===== src/rtl/usb3_ep_ram_writer.sv =====
// Ping-pong packet writer: streams beats into one of two 512-word RAM halves,
// commits good packets to the consumer and drops oversize ones.
module usb3_ep_ram_writer #(
  parameter int BUF_WORDS = 512
) (
  input  logic        wr_clk,
  input  logic        wr_rst,
  input  logic        in_valid,
  output logic        in_ready,
  input  logic [31:0] in_dat,
  input  logic        in_last,
  input  logic        in_err,
  output logic        wr_we,
  output logic [9:0]  wr_adr,
  output logic [31:0] wr_dat_w,
  output logic [1:0]  buf_rdy,
  output logic [9:0]  buf_len0,
  output logic [9:0]  buf_len1,
  input  logic [1:0]  buf_done,
  output logic        ovf,
  output logic [15:0] pkt_cnt,
  output logic [1:0]  dbg_state
);

  // Handshake: a beat transfers on a rising wr_clk edge where in_valid and
  // in_ready are both high; in_ready is registered and never depends on in_valid.

  typedef enum logic [1:0] {
    S_IDLE = 2'd0,
    S_FILL = 2'd1,
    S_DROP = 2'd2
  } state_t;

  localparam logic [9:0] FULL = 10'(BUF_WORDS);

  state_t      state_q, state_d;
  logic        fill_sel_q, fill_sel_d;
  logic [9:0]  word_idx_q, word_idx_d;
  logic [1:0]  buf_rdy_q, buf_rdy_d;
  logic [9:0]  len0_q, len0_d, len1_q, len1_d;
  logic [15:0] pkt_cnt_q, pkt_cnt_d;
  logic        wr_we_q, wr_we_d;
  logic [9:0]  wr_adr_q, wr_adr_d;
  logic [31:0] wr_dat_q, wr_dat_d;
  logic        in_ready_q, in_ready_d;
  logic        ovf_q, ovf_d;
  logic        accept;

  assign accept = in_valid & in_ready_q;

  always_comb begin
    state_d    = state_q;
    fill_sel_d = fill_sel_q;
    word_idx_d = word_idx_q;
    buf_rdy_d  = buf_rdy_q & ~buf_done;
    len0_d     = len0_q;
    len1_d     = len1_q;
    pkt_cnt_d  = pkt_cnt_q;
    wr_we_d    = 1'b0;
    wr_adr_d   = wr_adr_q;
    wr_dat_d   = wr_dat_q;
    ovf_d      = 1'b0;
    case (state_q)
      S_IDLE: begin
        if (!buf_rdy_q[fill_sel_q]) begin
          state_d    = S_FILL;
          word_idx_d = 10'd0;
        end
      end
      S_FILL: begin
        if (accept) begin
          if (word_idx_q == FULL) begin
            // 513th beat: the packet is lost either way; only in_last decides
            // whether the tail still has to be swallowed in DROP.
            if (in_last) begin
              ovf_d      = 1'b1;
              word_idx_d = 10'd0;
            end else begin
              state_d = S_DROP;
            end
          end else begin
            wr_we_d    = 1'b1;
            wr_adr_d   = {fill_sel_q, word_idx_q[8:0]};
            wr_dat_d   = in_dat;
            word_idx_d = word_idx_q + 10'd1;
            if (in_last) begin
              word_idx_d = 10'd0;
              if (!in_err) begin
                buf_rdy_d[fill_sel_q] = 1'b1;
                if (fill_sel_q) len1_d = word_idx_q + 10'd1;
                else            len0_d = word_idx_q + 10'd1;
                pkt_cnt_d  = pkt_cnt_q + 16'd1;
                fill_sel_d = ~fill_sel_q;
                state_d    = S_IDLE;
              end
            end
          end
        end
      end
      S_DROP: begin
        if (accept && in_last) begin
          ovf_d      = 1'b1;
          word_idx_d = 10'd0;
          state_d    = S_FILL;
        end
      end
      default: state_d = S_IDLE;
    endcase
    in_ready_d = (state_d != S_IDLE);
  end

  always_ff @(posedge wr_clk or posedge wr_rst) begin
    if (wr_rst) begin
      state_q    <= S_IDLE;
      fill_sel_q <= 1'b0;
      word_idx_q <= 10'd0;
      buf_rdy_q  <= 2'b00;
      len0_q     <= 10'd0;
      len1_q     <= 10'd0;
      pkt_cnt_q  <= 16'd0;
      wr_we_q    <= 1'b0;
      wr_adr_q   <= 10'd0;
      wr_dat_q   <= 32'd0;
      in_ready_q <= 1'b0;
      ovf_q      <= 1'b0;
    end else begin
      state_q    <= state_d;
      fill_sel_q <= fill_sel_d;
      word_idx_q <= word_idx_d;
      buf_rdy_q  <= buf_rdy_d;
      len0_q     <= len0_d;
      len1_q     <= len1_d;
      pkt_cnt_q  <= pkt_cnt_d;
      wr_we_q    <= wr_we_d;
      wr_adr_q   <= wr_adr_d;
      wr_dat_q   <= wr_dat_d;
      in_ready_q <= in_ready_d;
      ovf_q      <= ovf_d;
    end
  end

  assign in_ready  = in_ready_q;
  assign wr_we     = wr_we_q;
  assign wr_adr    = wr_adr_q;
  assign wr_dat_w  = wr_dat_q;
  assign buf_rdy   = buf_rdy_q;
  assign buf_len0  = len0_q;
  assign buf_len1  = len1_q;
  assign pkt_cnt   = pkt_cnt_q;
  assign ovf       = ovf_q;
  assign dbg_state = state_q;

endmodule


===== config.mk =====
export PLATFORM = sky130hd
export DESIGN_NAME = usb3_ep_ram_writer
export DESIGN_NICKNAME = d
export VERILOG_FILES = /design/src/rtl/usb3_ep_ram_writer.sv
export SDC_FILE = /design/constraint.sdc
export NUM_CORES = 1
export LEC_CHECK = 0
export CORE_UTILIZATION = 35
export DETAILED_ROUTE_END_ITERATION = 10
export GPL_TIMING_DRIVEN = 0
export PLACE_DENSITY = 0.63
export SYNTH_ARGS = -nofsm -noshare
export SYNTH_HDL_FRONTEND = slang
export SYNTH_SLANG_ARGS = --single-unit
export TNS_END_PERCENT = 50

===== constraint.sdc =====
create_clock -name wr_clk -period 5.4 [get_ports wr_clk]
set_input_delay 1.62 -clock wr_clk [delete_from_list [all_inputs] [get_ports wr_clk]]
set_output_delay 1.62 -clock wr_clk [all_outputs]
set_load 0.1 [all_outputs]

==> flow_summary.ini, run 1 <==
[setup_path]
reg2reg_to = buf_len1[1]$_DFFE_PP0P_
reg2reg_slack_ps = 2890
r2r_cells = 8
worstPathRequired_ps = 3780
crit_path_cell_trace = clkdlybuf4s50_1
worstSetupStartpoint = dbg_state[1]$_DFF_PP0_
reg2reg_from = word_idx_q[0]$_DFFE_PP0P_
cp-end-kind = output port
crit_family = buffers and inverters
crit_path_start_kind = flop
crit_slowest_cell = clkdlybuf4s50_1
critPathMaxFanout = 7
crit_buf_inv = 1
path_class = flop to output port
slowest_delay_ps = 1170
arrival_ps = 1970

[synth]
yosys_register_bits = 96
synthesis.area_um2 = 4200
synthAdderAreaFrac_pct = 2.38
ys_types = 45
syn-instance-count = 431
synthTopCellsByCount = nand2_1, dfrtp_1, nor2_1
syn-num-nets = 478
synth_largest_area_cell = dfrtp_1
muxShareOfSynthArea_pct = 1.28
synthArstFlopShare_pct = 100
yosys_warnings = 0
synthMostInstantiatedCell = nand2_1
synth_compound_area_share_pct = 8.18
ys_seq_area_share_pct = 57.1
avgSynthCellArea_um2 = 9.75
synth_top_family_by_area = simple AND/OR/NAND/NOR gates
synthTopCellsByArea = dfrtp_1, nand2_1, nor2_1
synth_flop_cell = dfrtp_1
synth-simple-area-share_pct = 23.1
synth_edf_count = 0
synth-xor-area-share_pct = 4.38
yosys.area.top_type_share_pct = 57.1

[sta]
fin_crit_ps = 3590
max_freq_mhz = 278
rsz0062_at_grt = false
skew_ps = 5.96
worstMarginPinSlew_ps = 996
whs_ps = 472
hold_viol = 0
relSlewSlack_pct = 33.4
drv_slew = 0
finalSetupViolations = 0
period_share_pct = 66.5

[cts]
cts_root_buf = clkbuf_16
clk-insertion-delay-late_ps = 340
cts_resized = 0
cts.sinks = 96
cts.reportedPaths.clkPinSlew_ps = 70
postCtsHoldBufs = 0
cts_tree = built
numCtsBuffers = 9
cts.htree.levels = 3
postCtsSetupRepairBufs = 0
clk_path_buf_depth = 2

[hold_path]
hold_depth = 2
hp-start = wr_dat_w[0]$_DFFE_PP0P_
hold_class = flop to flop
hold_end = wr_dat_w[0]$_DFFE_PP0P_

[routing]
drc = 12
via_per_inst = 4.79
wire_per_inst_um = 14.4
routed_wl_um = 10300
dr.pass1.iters = 7
drtAntennaViolNets = 0
detail_route.iter0.violations = 179
via_count = 3417

[floorplan]
core_region_area_um2 = 11600
die_area_um2 = 12500
start_util_pct = 36.4
rows = 39
dieHeight_um = 112
io_pins = 124
fp.dieW_um = 112

[placement]
hpwl_um = 7290
port_buffers = 123
gp_congestion = 0.771

[status]
violations = DRC
status = complete, but fails checks

[final_layout]
diodes = 0
final_util_pct = 51.2
fin_nets = 613
syn_to_final_growth_pct = 41.0
drive_above_1_share_pct = 7.36

[job]
maxCapViolCount = 0

[global_routing]
grt_overflow = 0
grt_max_degree = 62
grt_pass1_wl_um = 17300
grt_pass1_vias = 3496
antenna_found_initial = 0
grt.total_usage_pct = 17.4
==> tightest hold or removal path: cells and delay by family, from the launching register on <==
kind | cells | cell delay, ps
DFF | 1 | 340
and+or+nand+nor | 2 | 100
==> kinds of logic after synthesis <==
family / Yosys count
flip-flops: 96
adder cells (fa/ha/maj): 8
AO/OA/AOI/OAI: 51
buffers and inverters: 32
AND/OR/NAND/NOR: 218
XOR/XNOR: 21
multiplexers: 5
==> through the flow <==
stage	instance area (um^2)	TNS, ps	setup WS (ps)	instances
6_report	5930	0	1810	714
5_1_grt	5930	0	1710	714
4_1_cts	5930	0	1780	714
3_5_place_dp	5640	0	1480	698
3_3_place_gp	5610	-19670	-213	697
2_1_floorplan	4200	0	1270	431
==> flip-flops by register name (all words and copies together) (netlist names), 2 cells and up <==
name        count
word_idx_q     10
dbg_state       2
wr_dat_w       32
buf_rdy         2
buf_len1       10
pkt_cnt        16
wr_adr         10
buf_len0       10
==> layout by cell type (no fill, tap or decap), drive strengths merged, types with 3 or more instances in the layout <==
cell / n
nand2: 136
nor3: 5
nor3b: 4
xnor2: 10
clkdlybuf4s50: 123
clkbuf: 17
ha: 8
mux2: 3
nand4: 13
buf: 13
inv: 14
clkinvlp: 4
xor2: 11
o21ai: 6
or2: 3
dfrtp: 96
a21oi: 22
nand2b: 3
nor2: 33
nor2b: 3
a21o: 7
and2: 5
nand3: 8
==> worst max path at each step <==
stage	to	slack, ps	cells past startpoint
floorplan	buf_len0[0]$_DFFE_PP0P_	1270	1
global placement	in_ready$_DFF_PP0_	-210	2
detailed placement	buf_len1[1]$_DFFE_PP0P_	1480	6
CTS	dbg_state[1]	1780	1
global route	buf_len1[1]$_DFFE_PP0P_	1710	6
finish	dbg_state[1]	1810	1
==> routing by layer <==
metal | global-route usage, % | vias to the layer above | routed length (um)
met5 | 0 | - | 0
met4 | 5.95 | 0 | 166
met3 | 4.57 | 13 | 696
met2 | 28.5 | 114 | 4750
met1 | 22.3 | 1617 | 4650
li1 | - | 1673 | -
==> final cells by class <==
| type | count | area (um^2) |
|---|---|---|
| sequential | 96 | 2400 |
| timing repair buffer | 124 | 1260 |
| fill | 1061 | 5640 |
| inverter | 12 | 47.5 |
| clock inverter | 7 | 56.3 |
| multi-input combinational | 303 | 1650 |
| tap | 143 | 179 |
| buffer | 20 | 105 |
| clock buffer | 9 | 225 |
Power of run 1 is left out: the tool's default activity adds up to more than one toggle a clock period on the data nets, which glitch-free logic cannot reach.
==> run 2: changes to the inputs <==
Settings changed: PLACE_DENSITY 0.63 to 0.66.
Clock period 5.4 ns to 2.91 ns, I/O delays scaled along.
==> run 2 against run 1 <==
  * The run still ends with DRC left
  * Worst setup slack got worse by 1700 ps
  * Via count grew 1.8%
  * Critical path type is now primary input to flop
  * Final area rose by 1.4%
  * Final cell count unchanged
  * Die area unchanged
  * Non-clock buffer count increased by 1
  * Clock skew grew 0.55 ps
  * Worst hold slack got worse by 8.3 ps
  * Flip-flop and latch count did not move
  * Highest routed layer unchanged
==> flow_summary.ini, run 2 (same netlist as run 1, synthesis figures left out) <==
[sta]
rsz0062_at_grt = true
drv_slew = 0
hold_viol = 0
finalSetupViolations = 0
relSlewSlack_pct = 31.4
worstMarginPinSlew_ps = 1030
period_share_pct = 97.5
fin_crit_ps = 2840
max_freq_mhz = 353
fin_setup_tns_ps = 0
whs_ps = 464
skew_ps = 6.51

[floorplan]
rows = 39
dieHeight_um = 112
io_pins = 124
start_util_pct = 36.4
fp.dieW_um = 112
core_region_area_um2 = 11600
die_area_um2 = 12500

[placement]
hpwl_um = 7460
gp_congestion = 0.815
port_buffers = 123
placed_cells = 699
placed_area_um2 = 5660

[final_layout]
final_common_cell = nand2_1
fillCellCount = 1075
layout_common_cells = nand2_1, clkdlybuf4s50_1, dfrtp_1, nor2_1, a21oi_1
diodes = 0
drive_above_1_share_pct = 7.01
fin_nets = 614
largest_reg_flops = 32
syn_to_final_growth_pct = 43.0
postLayoutCellArea_um2 = 6010
final_cells = 714

[routing]
wire_per_inst_um = 14.4
dr.pass1.iters = 7
routed_wl_um = 10300
via_per_inst = 4.87
drc = 14
detail_route.iter0.violations = 192
drtAntennaViolNets = 0
via_count = 3477

[setup_path]
path_class = primary input to flop
arrival_ps = 3050
crit_path_start_kind = primary input
worstPathRequired_ps = 3130
cp-end-kind = flop
critPathMaxFanout = 10

[status]
violations = DRC
status = complete, but fails checks

[cts]
postCtsHoldBufs = 0
cts_root_buf = clkbuf_16
cts.sinks = 96
cts.reportedPaths.clkPinSlew_ps = 60
cts_tree = built
numCtsBuffers = 9
postCtsSetupRepairBufs = 0
clk_path_buf_depth = 2
cts.htree.levels = 3
clk-insertion-delay-late_ps = 330

[global_routing]
grt.total_usage_pct = 17.1
grt_overflow = 0
antenna_found_initial = 0
grt_pass1_vias = 3480
grt_max_degree = 44
grt_pass1_wl_um = 17000

[job]
maxCapViolCount = 0

[hold_path]
hold_class = flop to flop
-- run 2: cell types whose count changed in the layout (fill, tap and decap cells not counted), moves of 2 or more --
cell        previous run  this run
buf_12                 0         2
bufinv_16              0         3
clkbuf_1               8        10
clkinvlp_4             4         1
inv_6                  2         0
-- run 2: metal layers --
metal,GRT usage (%),up-vias,part of all wire [%]
li1,-,1693,-
met1,23.1,1680,47
met2,27.7,95,47
met3,2.99,9,5.4
met4,6.22,0,1.1
met5,0,-,0
-- run 2: repair_timing --
item	in CTS	in global routing
setup endpoints to repair	0	2
gates resized for setup	0	3
endpoints found under the hold margin	0	0
-- run 2: cell type report --
type	count	area [um^2]	share of cell area [%]
clock inverter	3	90.1	1.50
buffer	20	108	1.79
tap	143	179	2.98
multi-input combinational	303	1660	27.7
inverter	12	48.8	0.812
timing repair buffer	125	1270	21.2
clock buffer	12	246	4.10
sequential	96	2400	40.0
-- run 2: critical path: stages --
cell	delay, ps
clkdlybuf4s50_1	630
nand2b_1	290
a311oi_4	540
and2_1	230
buf_6	160
mux2_1	330
-- run 2: path summary, 6_finish.rpt --
check                                         from                   endpoint  slack (ps)  depth (start not counted)
min                        pkt_cnt[15]$_DFFE_PP0P_    pkt_cnt[15]$_DFFE_PP0P_         460                          1
max in group asynchronous                   wr_rst  word_idx_q[5]$_DFFE_PP0P_        1300                          3
min in group asynchronous                   wr_rst    wr_dat_w[2]$_DFFE_PP0P_         980                          2
min reg2reg                pkt_cnt[15]$_DFFE_PP0P_    pkt_cnt[15]$_DFFE_PP0P_         460                          1
max reg2reg                 dbg_state[1]$_DFF_PP0_    buf_len0[1]$_DFFE_PP0P_         320                          9
max                                        in_last    buf_len1[1]$_DFFE_PP0P_          70                          6
-- run 2: stage by stage --
stage / util (%) / setup slack, ps
floorplan: - / 118
global placement: 48.6 / -294
detailed placement: 48.9 / -304
CTS: 51.8 / 8.85
global route: 52.0 / -22.0
finish: 52.0 / 73.8
Power of run 2 is left out for the same reason.
